--- config.mk ---
export PLATFORM = sky130hd
export DESIGN_NAME = tm1638_frame_scanner
export DESIGN_NICKNAME = d
export VERILOG_FILES = /design/src/rtl/tm1638_scan_pkg.sv /design/src/rtl/tm1638_hex7seg.sv /design/src/rtl/tm1638_frame_scanner.sv
export SDC_FILE = /design/constraint.sdc
export NUM_CORES = 1
export LEC_CHECK = 0
export BUFFER_PORTS_ARGS = -buffer_cell sky130_fd_sc_hd__buf_4
export CAP_MARGIN = 20
export CORE_UTILIZATION = 30
export DETAILED_ROUTE_END_ITERATION = 7
export GPL_TIMING_DRIVEN = 0
export PLACE_DENSITY_LB_ADDON = 0.15
export SYNTH_ARGS = -nofsm -noshare
export SYNTH_HDL_FRONTEND = slang
export SYNTH_SLANG_ARGS = --single-unit
--- constraint.sdc ---
create_clock -name CLK_IN -period 8.52 [get_ports CLK_IN]
set_input_delay 1.704 -clock CLK_IN [delete_from_list [all_inputs] [get_ports CLK_IN]]
set_output_delay 1.704 -clock CLK_IN [all_outputs]
set_load 0.02 [all_outputs]
--- src/rtl/tm1638_scan_pkg.sv ---
// ----------------------------------------------------------------------------
// tm1638_scan_pkg
//
// Shared definitions for the TM1638 frame scanner:
//   - state_t            : frame sequencer states
//   - SLOTS / SLOT_W     : number of display write slots and the slot index width
//   - FIRST_DIGIT_ADDR   : address of the first write in a frame
//   - LAST_ADDR          : address of the last write before the key read
//   - SEG7               : hex nibble to 7-segment pattern (bit 0 = a .. bit 6 = g)
//   - digit_nibble()     : selects hex digit k (k = 0 is the leftmost digit)
// ----------------------------------------------------------------------------
package tm1638_scan_pkg;

    typedef enum logic [2:0] {
        IDLE,
        WR_REQ,
        WR_WAIT,
        RD_REQ,
        RD_WAIT
    } state_t;

    localparam int SLOTS  = 16;
    localparam int SLOT_W = $clog2(SLOTS);

    localparam logic [SLOT_W-1:0] FIRST_DIGIT_ADDR = SLOT_W'(0);
    localparam logic [SLOT_W-1:0] LAST_ADDR        = SLOT_W'(SLOTS - 1);

    // Active-high segment patterns, indexed by the hex value 0..F.
    localparam logic [6:0] SEG7 [16] = '{
        7'h3F, 7'h06, 7'h5B, 7'h4F,
        7'h66, 7'h6D, 7'h7D, 7'h07,
        7'h7F, 7'h6F, 7'h77, 7'h7C,
        7'h39, 7'h5E, 7'h79, 7'h71
    };

    // Digit 0 lives in the top nibble, digit 7 in the bottom nibble.
    function automatic logic [3:0] digit_nibble(input logic [31:0] digits,
                                                input logic [2:0]  k);
        return digits[(28 - 4 * int'(k)) +: 4];
    endfunction

endpackage

--- src/rtl/tm1638_hex7seg.sv ---
// ----------------------------------------------------------------------------
// tm1638_hex7seg
//
// Purely combinational hex-to-7-segment decoder.
//   nibble : in  4  hex value to display
//   seg    : out 7  segment pattern, bit 0 = a .. bit 6 = g, active-high
// ----------------------------------------------------------------------------
module tm1638_hex7seg
    import tm1638_scan_pkg::*;
(
    input  logic [3:0] nibble,
    output logic [6:0] seg
);

    assign seg = SEG7[nibble];

endmodule

--- src/rtl/tm1638_frame_scanner.sv ---
// ----------------------------------------------------------------------------
// tm1638_frame_scanner
//
// Upstream sequencer for the tm1638 serial driver. On every refresh tick it
// snapshots the game-side display state, writes 16 bytes to the driver
// (even addresses = digit segments + decimal point, odd addresses = LED),
// then reads the key byte and publishes it with per-key press pulses.
//
// Parameters:
//   REFRESH_CYCLES : clock cycles between refresh ticks (>= 2)
//
// Ports:
//   CLK_IN      in   1  clock, posedge
//   RST_IN      in   1  asynchronous active-low reset
//   ENABLE      in   1  permits new frames to start
//   DIGITS_IN   in  32  8 hex digits, [31:28] is the leftmost (address 0)
//   DP_IN       in   8  decimal points, bit 7 is the leftmost digit
//   LED_IN      in   8  LEDs, bit 7 -> address 1 .. bit 0 -> address 15
//   TM_READY    in   1  driver idle
//   TM_WRITE    out  1  write request
//   TM_READ     out  1  read request
//   TM_ADDR     out  4  write address
//   TM_DATA_WR  out  8  write data
//   TM_DATA_RD  in   8  key byte from the driver
//   KEYS        out  8  current key state (1 = pressed)
//   KEY_PRESS   out  8  one-cycle pulse per key on a 0->1 transition of KEYS
//   BUSY        out  1  high while a frame is in progress
//   FRAME_DONE  out  1  one-cycle pulse when the key read completes
//
// Build option:
//   TM1638_SCAN_DEBOUNCE_EN : when defined, KEYS only follows the key byte
//                             once two consecutive frames read the same value.
// ----------------------------------------------------------------------------
module tm1638_frame_scanner
    import tm1638_scan_pkg::*;
#(
    parameter int REFRESH_CYCLES = 65536
) (
    input  logic        CLK_IN,
    input  logic        RST_IN,
    input  logic        ENABLE,
    input  logic [31:0] DIGITS_IN,
    input  logic [7:0]  DP_IN,
    input  logic [7:0]  LED_IN,
    input  logic        TM_READY,
    output logic        TM_WRITE,
    output logic        TM_READ,
    output logic [3:0]  TM_ADDR,
    output logic [7:0]  TM_DATA_WR,
    input  logic [7:0]  TM_DATA_RD,
    output logic [7:0]  KEYS,
    output logic [7:0]  KEY_PRESS,
    output logic        BUSY,
    output logic        FRAME_DONE
);

    localparam int                CNT_W    = $clog2(REFRESH_CYCLES);
    localparam logic [CNT_W-1:0]  CNT_LAST = CNT_W'(REFRESH_CYCLES - 1);

    // ------------------------------------------------------------------
    // Refresh timebase
    // ------------------------------------------------------------------
    logic [CNT_W-1:0] refresh_cnt;
    logic             refresh_wrap;
    logic             tick_pending;
    logic             frame_start;

    state_t            state;
    logic [SLOT_W-1:0] slot;

    assign refresh_wrap = (refresh_cnt == CNT_LAST);
    assign frame_start  = (state == IDLE) && tick_pending && ENABLE && TM_READY;

    // NOTE: sequential state is assigned with <= so every register samples
    // the pre-edge values of its neighbours, regardless of statement order.
    always_ff @(posedge CLK_IN or negedge RST_IN) begin
        if (!RST_IN) begin
            refresh_cnt  <= '0;
            tick_pending <= 1'b0;
        end else begin
            refresh_cnt <= refresh_wrap ? '0 : refresh_cnt + 1'b1;
            // A wrap on the same edge as a frame start must not be lost,
            // so the set takes priority over the clear. Repeated wraps
            // simply re-set the same flag, merging into one pending tick.
            if (refresh_wrap) begin
                tick_pending <= 1'b1;
            end else if (frame_start) begin
                tick_pending <= 1'b0;
            end
        end
    end

    // ------------------------------------------------------------------
    // Next-slot data path
    //
    // TM_ADDR/TM_DATA_WR are loaded on the edge that enters WR_REQ, so the
    // byte is computed for the slot being entered. At frame start the
    // snapshot is being loaded on that same edge, so the live inputs are
    // used instead; they are exactly the values the snapshot captures.
    // ------------------------------------------------------------------
    logic [31:0]       snap_digits;
    logic [7:0]        snap_dp;
    logic [7:0]        snap_led;

    logic [SLOT_W-1:0] next_slot;
    logic [31:0]       src_digits;
    logic [7:0]        src_dp;
    logic [7:0]        src_led;
    logic [2:0]        digit_idx;
    logic [3:0]        hex_nibble;
    logic [6:0]        hex_seg;
    logic [7:0]        next_byte;

    // NOTE: every signal assigned in always_comb gets a value on every path
    // (defaults first), otherwise synthesis infers a latch.
    always_comb begin
        next_slot  = slot + 1'b1;
        src_digits = snap_digits;
        src_dp     = snap_dp;
        src_led    = snap_led;
        if (state == IDLE) begin
            next_slot  = FIRST_DIGIT_ADDR;
            src_digits = DIGITS_IN;
            src_dp     = DP_IN;
            src_led    = LED_IN;
        end
        digit_idx  = next_slot[3:1];
        hex_nibble = digit_nibble(src_digits, digit_idx);
    end

    tm1638_hex7seg u_hex7seg (
        .nibble (hex_nibble),
        .seg    (hex_seg)
    );

    // Even slot 2k: {DP of digit k, segments of digit k}; odd slot: LED k.
    assign next_byte = next_slot[0] ? {7'b0, src_led[3'd7 - digit_idx]}
                                    : {src_dp[3'd7 - digit_idx], hex_seg};

    // ------------------------------------------------------------------
    // Key capture
    // ------------------------------------------------------------------
    logic [7:0] raw;
    logic [7:0] keys_next;

    assign raw = TM_DATA_RD;

`ifdef TM1638_SCAN_DEBOUNCE_EN
    logic [7:0] raw_prev;

    // Only accept a key byte that matches the previous frame's read.
    assign keys_next = (raw == raw_prev) ? raw : KEYS;
`else
    assign keys_next = raw;
`endif

    // ------------------------------------------------------------------
    // Frame sequencer
    // ------------------------------------------------------------------
    // NOTE: the snapshot and key registers are reset explicitly; they are
    // visible on outputs and must come up at a known value.
    always_ff @(posedge CLK_IN or negedge RST_IN) begin
        if (!RST_IN) begin
            state       <= IDLE;
            slot        <= FIRST_DIGIT_ADDR;
            snap_digits <= '0;
            snap_dp     <= '0;
            snap_led    <= '0;
            TM_WRITE    <= 1'b0;
            TM_READ     <= 1'b0;
            TM_ADDR     <= '0;
            TM_DATA_WR  <= '0;
            KEYS        <= '0;
            KEY_PRESS   <= '0;
            BUSY        <= 1'b0;
            FRAME_DONE  <= 1'b0;
`ifdef TM1638_SCAN_DEBOUNCE_EN
            raw_prev    <= '0;
`endif
        end else begin
            // Single-cycle pulses.
            FRAME_DONE <= 1'b0;
            KEY_PRESS  <= '0;

            case (state)
                IDLE: begin
                    if (frame_start) begin
                        state       <= WR_REQ;
                        slot        <= FIRST_DIGIT_ADDR;
                        snap_digits <= DIGITS_IN;
                        snap_dp     <= DP_IN;
                        snap_led    <= LED_IN;
                        TM_ADDR     <= next_slot;
                        TM_DATA_WR  <= next_byte;
                        TM_WRITE    <= 1'b1;
                        BUSY        <= 1'b1;
                    end
                end

                // Hold the request until the driver shows it has taken it.
                WR_REQ: begin
                    if (!TM_READY) begin
                        TM_WRITE <= 1'b0;
                        state    <= WR_WAIT;
                    end
                end

                WR_WAIT: begin
                    if (TM_READY) begin
                        if (slot == LAST_ADDR) begin
                            TM_READ <= 1'b1;
                            state   <= RD_REQ;
                        end else begin
                            slot       <= next_slot;
                            TM_ADDR    <= next_slot;
                            TM_DATA_WR <= next_byte;
                            TM_WRITE   <= 1'b1;
                            state      <= WR_REQ;
                        end
                    end
                end

                RD_REQ: begin
                    if (!TM_READY) begin
                        TM_READ <= 1'b0;
                        state   <= RD_WAIT;
                    end
                end

                RD_WAIT: begin
                    if (TM_READY) begin
                        KEYS       <= keys_next;
                        KEY_PRESS  <= keys_next & ~KEYS;
                        FRAME_DONE <= 1'b1;
                        BUSY       <= 1'b0;
                        state      <= IDLE;
`ifdef TM1638_SCAN_DEBOUNCE_EN
                        raw_prev   <= raw;
`endif
                    end
                end

                default: begin
                    state <= IDLE;
                end
            endcase
        end
    end

endmodule

==> results_dict.tcl, run 1 <==
set metrics [dict create \
    antenna_found_initial 0 \
    regToRegStartpoint "slot[0]" \
    worst-path-buf-inv 1 \
    vias 3538 \
    final_nets 587 \
    cap_violations 0 \
    hold_end "refresh_cnt[0]" \
    numCtsBuffers 9 \
    cp_common_cell "ha_1" \
    timing.final.crit_share_pct 41.42 \
    rows 46 \
    p_leak_uw 0.002770 \
    place_hpwl_um 8826 \
    gp_congestion 0.7517 \
    holdBufCountCts 0 \
    synthCells 418 \
    postRouteAntennaNets 0 \
    fin_setup_tns_ns 0 \
    slew_headroom_pct 55.04 \
    path_cells "ha_1 > xnor2_1 > nor2_1 > mux4_2 > a21boi_2 > inv_1 > ha_1 > a211oi_1 > a311oi_1 > a211o_1" \
    io_buffers 91 \
    crit_arrival_ns 3.75 \
    drive_above_1_share_pct 34.48 \
    vias_per_cell 4.775 \
    rr_endpoint "TM_DATA_WR[3]" \
    ys_warn_count 0 \
    cp-end-kind "flop" \
    start_kind "flop" \
    wl_um 11950 \
    grt_pass1_wl_um 19250 \
    track_usage_pct 15.13 \
    yosysSeqAreaShare_pct 53.13 \
    instances_no_fill 741 \
    cpMaxStageDelayCell "nor2_1" \
    syn_nets 484 \
    ioPinCount 92 \
    post_cts_resize_count 0 \
    synth_cell_types 56 \
    outcome "completed" \
    grt-ovfl-total 0 \
    n_fill_cell 1576 \
    die_w_um 129.8 \
    slowest_delay_ns 0.52 \
    root_buffer "clkbuf_16" \
    fmaxAchievable_mhz 283.4 \
    crit_type "flop to flop" \
    first_pass_iters 4 \
    timing.reg2reg.setup_slack_ns 4.99 \
    drv_slew 0 \
    syn_area_per_cell_sq_um 11.72 \
    die_h_um 129.8 \
    worst_slew_pin_slew_ns 0.6744 \
    p_per_area_nw_per_um2 330.0 \
    cts_setup_buffers 0 \
    grt_pass1_vias 3564 \
    setup_viol 0 \
    htree_levels 3 \
    clkTransAtPathRegs_ns 0.07 \
    syn_to_final_growth_pct 25.57 \
    core_sq_um 15890 \
    cp_top_family "compound AO/OA/AOI/OAI gates" \
    antenna_cells 0 \
    whs_path_depth 1 \
    min_period_ns 3.529 \
    numPlacedInstances 726 \
    drc_errors 0 \
    clock_skew_ns 0.01385 \
    hold_path_startpoint "refresh_cnt[0]" \
    postSynth.asyncResetShare_pct 100.0 \
    initial_core_util_pct 30.84 \
    crit_required_ns 8.74 \
    synth-seq-cells 104 \
    crit_fanout 10 \
    hp-class "flop to flop" \
    worst-r2r-cell-count 10 \
    ys.flop_type "dfrtp_1" \
    dieArea_sq_um 16840 \
    cts_tree "built" \
    rsz0062_at_grt "false" \
    cts_buffer_depth 2 \
    drt_first_iter_violations 159 \
    synthesis.area_sq_um 4898 \
    cts_sinks 104 \
    vdd_drop_max_v 0.0001265 \
    post_drt_wl_per_cell_um 16.12 \
    finalHoldViolations 0 \
    insertion_delay_ns 0.35 \
    grt_max_degree 57 \
    synth-edff-count 0 \
]
worst max-delay path by stage:
stage / from / end / slack, ns / cells past startpoint
final: slot[0] / TM_DATA_WR[3] / 4.99 / 10
after global routing: slot[0] / TM_DATA_WR[3] / 4.72 / 10
after CTS: slot[0] / TM_DATA_WR[3] / 4.98 / 9
after detailed placement: DIGITS_IN[29] / TM_DATA_WR[3] / 4.71 / 9
after global placement: DIGITS_IN[29] / TM_DATA_WR[3] / 4.78 / 9
after floorplan: DIGITS_IN[29] / TM_DATA_WR[3] / 5.23 / 8
state kept, by name, indices dropped and copies added, names as in the netlist:
name / cells
TM_READ: 1
state: 3
TM_WRITE: 1
KEY_PRESS: 8
BUSY: 1
snap_dp: 8
FRAME_DONE: 1
TM_DATA_WR: 8
TM_ADDR: 4
snap_digits: 32
slot: 4
snap_led: 8
tick_pending: 1
KEYS: 8
refresh_cnt: 16
power by group:
group / total, uW / switching, uW / internal (uW)
sequential: 770 / 103 / 667
clock: 391 / 184 / 207
combinational: 869 / 462 / 407
metal layers:
| layer | vias up | share of wire [%] | global-route usage, % |
|---|---|---|---|
| met5 | - | 0 | 0 |
| met4 | 0 | 0.87 | 3.694 |
| met3 | 10 | 5.8 | 4.756 |
| met2 | 77 | 49 | 24.88 |
| met1 | 1754 | 44 | 19.37 |
| li1 | 1697 | - | - |
per-stage QoR:
stage / hold WS (ns) / util, % / setup slack, ns / total power (uW) / cell area [sq um]
after CTS: 0.4701 / 38.72 / 4.980 / 2058 / 6151
after global placement: 0.4379 / 36.84 / 4.778 / 1642 / 5852
after detailed placement: 0.4460 / 37.01 / 4.713 / 1658 / 5879
final: 0.4677 / 38.72 / 4.991 / 2030 / 6151
after global routing: 0.4876 / 38.72 / 4.722 / 2181 / 6151
after floorplan: 0.4329 / - / 5.233 / 1374 / 4898
cells by family after synthesis:
kind of cell | synth area share [%]
buffers and inverters | 3.065
adders and majority gates | 1.533
DFF | 53.13
AOI/OAI and AO/OA | 7.817
xor gates and xnor gates | 3.423
muxes | 16.99
and+or+nand+nor | 14.05
synthesized netlist by cell type, drive strengths merged (2+ instances only):
library cell  number  area share [%]
and3               5            0.64
inv                5            0.38
or3                3            0.38
nor2              30             2.5
mux2i              7             1.4
nand3             17             1.7
a21oi             12             1.2
dfrtp            104              53
xnor2             10             2.2
a211oi             5            0.77
nor3b              8             1.2
nand2b             5            0.64
nand3b             3            0.46
o21ai             11             1.1
a31oi              3            0.38
nor2b              4            0.51
a32o               2            0.41
ha                 6             1.5
buf                9             1.4
clkbuf            10             1.0
a22o               3            0.54
a211o              2            0.36
nand2             53             4.1
mux4               5             2.5
nand4              4            0.51
mux2              57              13
nor3               6            0.61
a32oi              2            0.36
xor2               7             1.3
o31ai              4            0.72
worst reg2reg max path, cell delays in order (launching register included):
cell	delay (ns)
dfrtp_1	0.44
ha_1	0.28
xnor2_1	0.20
nor2_1	0.52
mux4_2	0.44
a21boi_2	0.50
inv_1	0.25
ha_1	0.28
a211oi_1	0.17
a311oi_1	0.07
a211o_1	0.25
cell type report:
cell class,count,area [sq um],share of cell area [%]
sequential,104,2603,42.31
clock buffer,12,246.5,4.007
multi-input combinational,289,2146,34.89
tap,216,270.3,4.394
buffer,19,115.1,1.871
clock inverter,3,25.02,0.4068
inverter,6,35.03,0.5696
timing repair buffer,92,710.7,11.55
cells in the final DEF (no fill, tap or decap), types with 2 or more instances in the layout:
master and n:
a211o_1 2, a211oi_1 5, a21oi_1 12, a22o_1 3, a31oi_1 3, a32o_1 2, a32oi_1 2, and3_1 5
buf_1 3, buf_2 2, buf_4 91, buf_6 4, clkbuf_1 10, clkbuf_16 9, clkbuf_8 2, dfrtp_1 104
ha_1 6, inv_1 5, inv_6 2, mux2_2 57, mux2i_1 7, mux4_1 2, mux4_2 3, nand2_1 52
nand2b_1 5, nand3_1 17, nand3b_1 3, nand4_1 4, nor2_1 29, nor2b_1 4, nor3_1 6, nor3b_1 8
o21ai_0 10, o31ai_1 3, or3_1 3, xnor2_1 9, xor2_1 7
Power figures use the tool's default switching activity.
==> run 2: changes to the inputs <==
==> constraint.sdc (replaced) <==
create_clock -name CLK_IN -period 3.4 [get_ports CLK_IN]
set_input_delay 0.68 -clock CLK_IN [delete_from_list [all_inputs] [get_ports CLK_IN]]
set_output_delay 0.68 -clock CLK_IN [all_outputs]
set_load 0.02 [all_outputs]
==> run 2 against run 1 <==
First-iteration DRC count increased by 1.3%; total power increased to 2.5 times the previous value; setup slack got worse by 4.8 ns; design area increased by 0.18%; final cell count unchanged; clock skew about the same; routed wire length about the same; register-to-register slack got worse by 4.8 ns; critical endpoint unchanged.
==> results_dict.tcl, run 2 (synthesized netlist as in run 1, its figures left out) <==
set metrics [dict create \
    max_flop_register "snap_digits" \
    cts_tree "built" \
    place_hpwl_um 8826 \
    min_period_ns 3.162 \
    ioPinCount 92 \
    fmaxAchievable_mhz 316.3 \
    drc_errors 0 \
    worst_slew_pin_slew_ns 0.6970 \
    post_drt_wl_per_cell_um 16.13 \
    cp-end-kind "flop" \
    drive_above_1_share_pct 34.86 \
    rows 46 \
    path_cells "ha_1 > clkbuf_2 > mux4_2 > a21boi_4 > inv_1 > ha_1 > a211oi_1 > a311oi_1 > a211o_1" \
    multiInputGateArea_sq_um 2156 \
    grt-ovfl-total 0 \
    initial_core_util_pct 30.84 \
    cp_common_cell "ha_1" \
    numCtsBuffers 9 \
    post-route-util_pct 38.79 \
    power_uw 5102 \
    final_cell_mix "104 x dfrtp_1, 91 x buf_4, 57 x mux2_2, 52 x nand2_1, 28 x nor2_1" \
    start_kind "flop" \
    vias_per_cell 4.799 \
    vdd_drop_max_v 0.0003148 \
    antenna_cells 0 \
    die_h_um 129.8 \
    final_nets 587 \
    dieArea_sq_um 16840 \
    antenna_found_initial 0 \
    cp_top_family "compound AO/OA/AOI/OAI gates" \
    slowest_delay_ns 0.58 \
    hp-class "primary input to asynchronous set/reset pin" \
    p_per_area_nw_per_um2 827.9 \
    seq_area_sq_um 2603 \
    htree_levels 3 \
    first_pass_iters 4 \
    hold_slack_ns 0.3741 \
    insertion_delay_ns 0.35 \
    crit_required_ns 3.62 \
    rsz0062_at_grt "false" \
    cts_setup_buffers 0 \
    postRouteAntennaNets 0 \
    track_usage_pct 15.14 \
    grt_max_degree 57 \
    cts_sinks 104 \
    post_cts_resize_count 1 \
    finalHoldViolations 0 \
    cap_violations 0 \
    core_sq_um 15890 \
    cpMaxStageDelayCell "mux4_2" \
    slew_headroom_pct 53.53 \
    timing.reg2reg.setup_slack_ns 0.24 \
    use_met3_pct 4.756 \
    outcome "completed" \
    crit_type "flop to flop" \
    wl_um 11950 \
    io_buffers 91 \
    crit_arrival_ns 3.38 \
    largest_register_ffs 32 \
    root_buffer "clkbuf_16" \
    worst-path-buf-inv 2 \
    clkTransAtPathRegs_ns 0.07 \
    n_fill_cell 1572 \
    grt_pass1_vias 3566 \
    drv_slew 0 \
    timing.final.crit_share_pct 93.00 \
    clock_skew_ns 0.01404 \
    busiest_layer "met2" \
    holdBufCountCts 0 \
    die_w_um 129.8 \
    grt_pass1_wl_um 19260 \
    numPlacedInstances 726 \
    setup_viol 0 \
    grt_use_met2_pct 24.88 \
    p_leak_uw 0.002779 \
    crit_fanout 10 \
    syn_to_final_growth_pct 25.80 \
    gp_congestion 0.7517 \
    fin_setup_tns_ns 0 \
    instances_no_fill 741 \
    drt_first_iter_violations 161 \
    final_common_cell "dfrtp_1" \
    vias 3556 \
    reg_top3 "snap_digits x32, refresh_cnt x16" \
    use_met1_pct 19.39 \
    cts_buffer_depth 2 \
]
[run 2: cell counts in the layout (fill, tap and decap cells not counted)]
Identical to the previous run, type by type.
[run 2: power breakdown]
part	internal [uW]	total (uW)	switching (uW)	leakage (uW)
clock	519	977	457	0.000130
sequential	1670	1930	258	0.00131
combinational	1030	2190	1170	0.00134
[run 2: final timing paths]
kind	startpoint	end	cells past startpoint
max	slot[0]	TM_DATA_WR[3]	9
min	RST_IN	TM_ADDR[3]	1
max reg2reg	slot[0]	TM_DATA_WR[3]	9
min reg2reg	refresh_cnt[0]	refresh_cnt[0]	1
max in group asynchronous	RST_IN	snap_digits[19]	2
min in group CLK_IN	refresh_cnt[0]	refresh_cnt[0]	1
[run 2: cell type report]
cell class | instances | area share, %
well taps | 216 | 4.386
plain buffers | 19 | 1.888
clock buffers | 12 | 4.000
flip-flops and latches | 104 | 42.23
repair buffers | 92 | 11.53
inverters | 6 | 0.5685
multi-input cells | 289 | 34.98
clock inverters | 3 | 0.4061
[run 2: worst register-to-register path, delay by kind of cell, from the launching register on]
family | cells | cell delay [ns]
buf+inv | 2 | 0.48
mux | 1 | 0.58
flops | 1 | 0.44
compound gates | 4 | 0.85
fa+ha+maj | 2 | 0.70
[run 2: layer usage]
| metal | part of all wire [%] | vias up |
|---|---|---|
| met5 | 0 | - |
| met4 | 0.85 | 0 |
| met3 | 7.2 | 11 |
| met2 | 49 | 95 |
| met1 | 43 | 1755 |
| li1 | - | 1695 |
[run 2: through the flow]
step / setup slack, ns / instance area, sq um
final: 0.2380 / 6162
after global routing: 0.02088 / 6162
after CTS: 0.06931 / 6158
after detailed placement: -0.1256 / 5879
after global placement: -0.1531 / 5852
after floorplan: 0.4679 / 4898
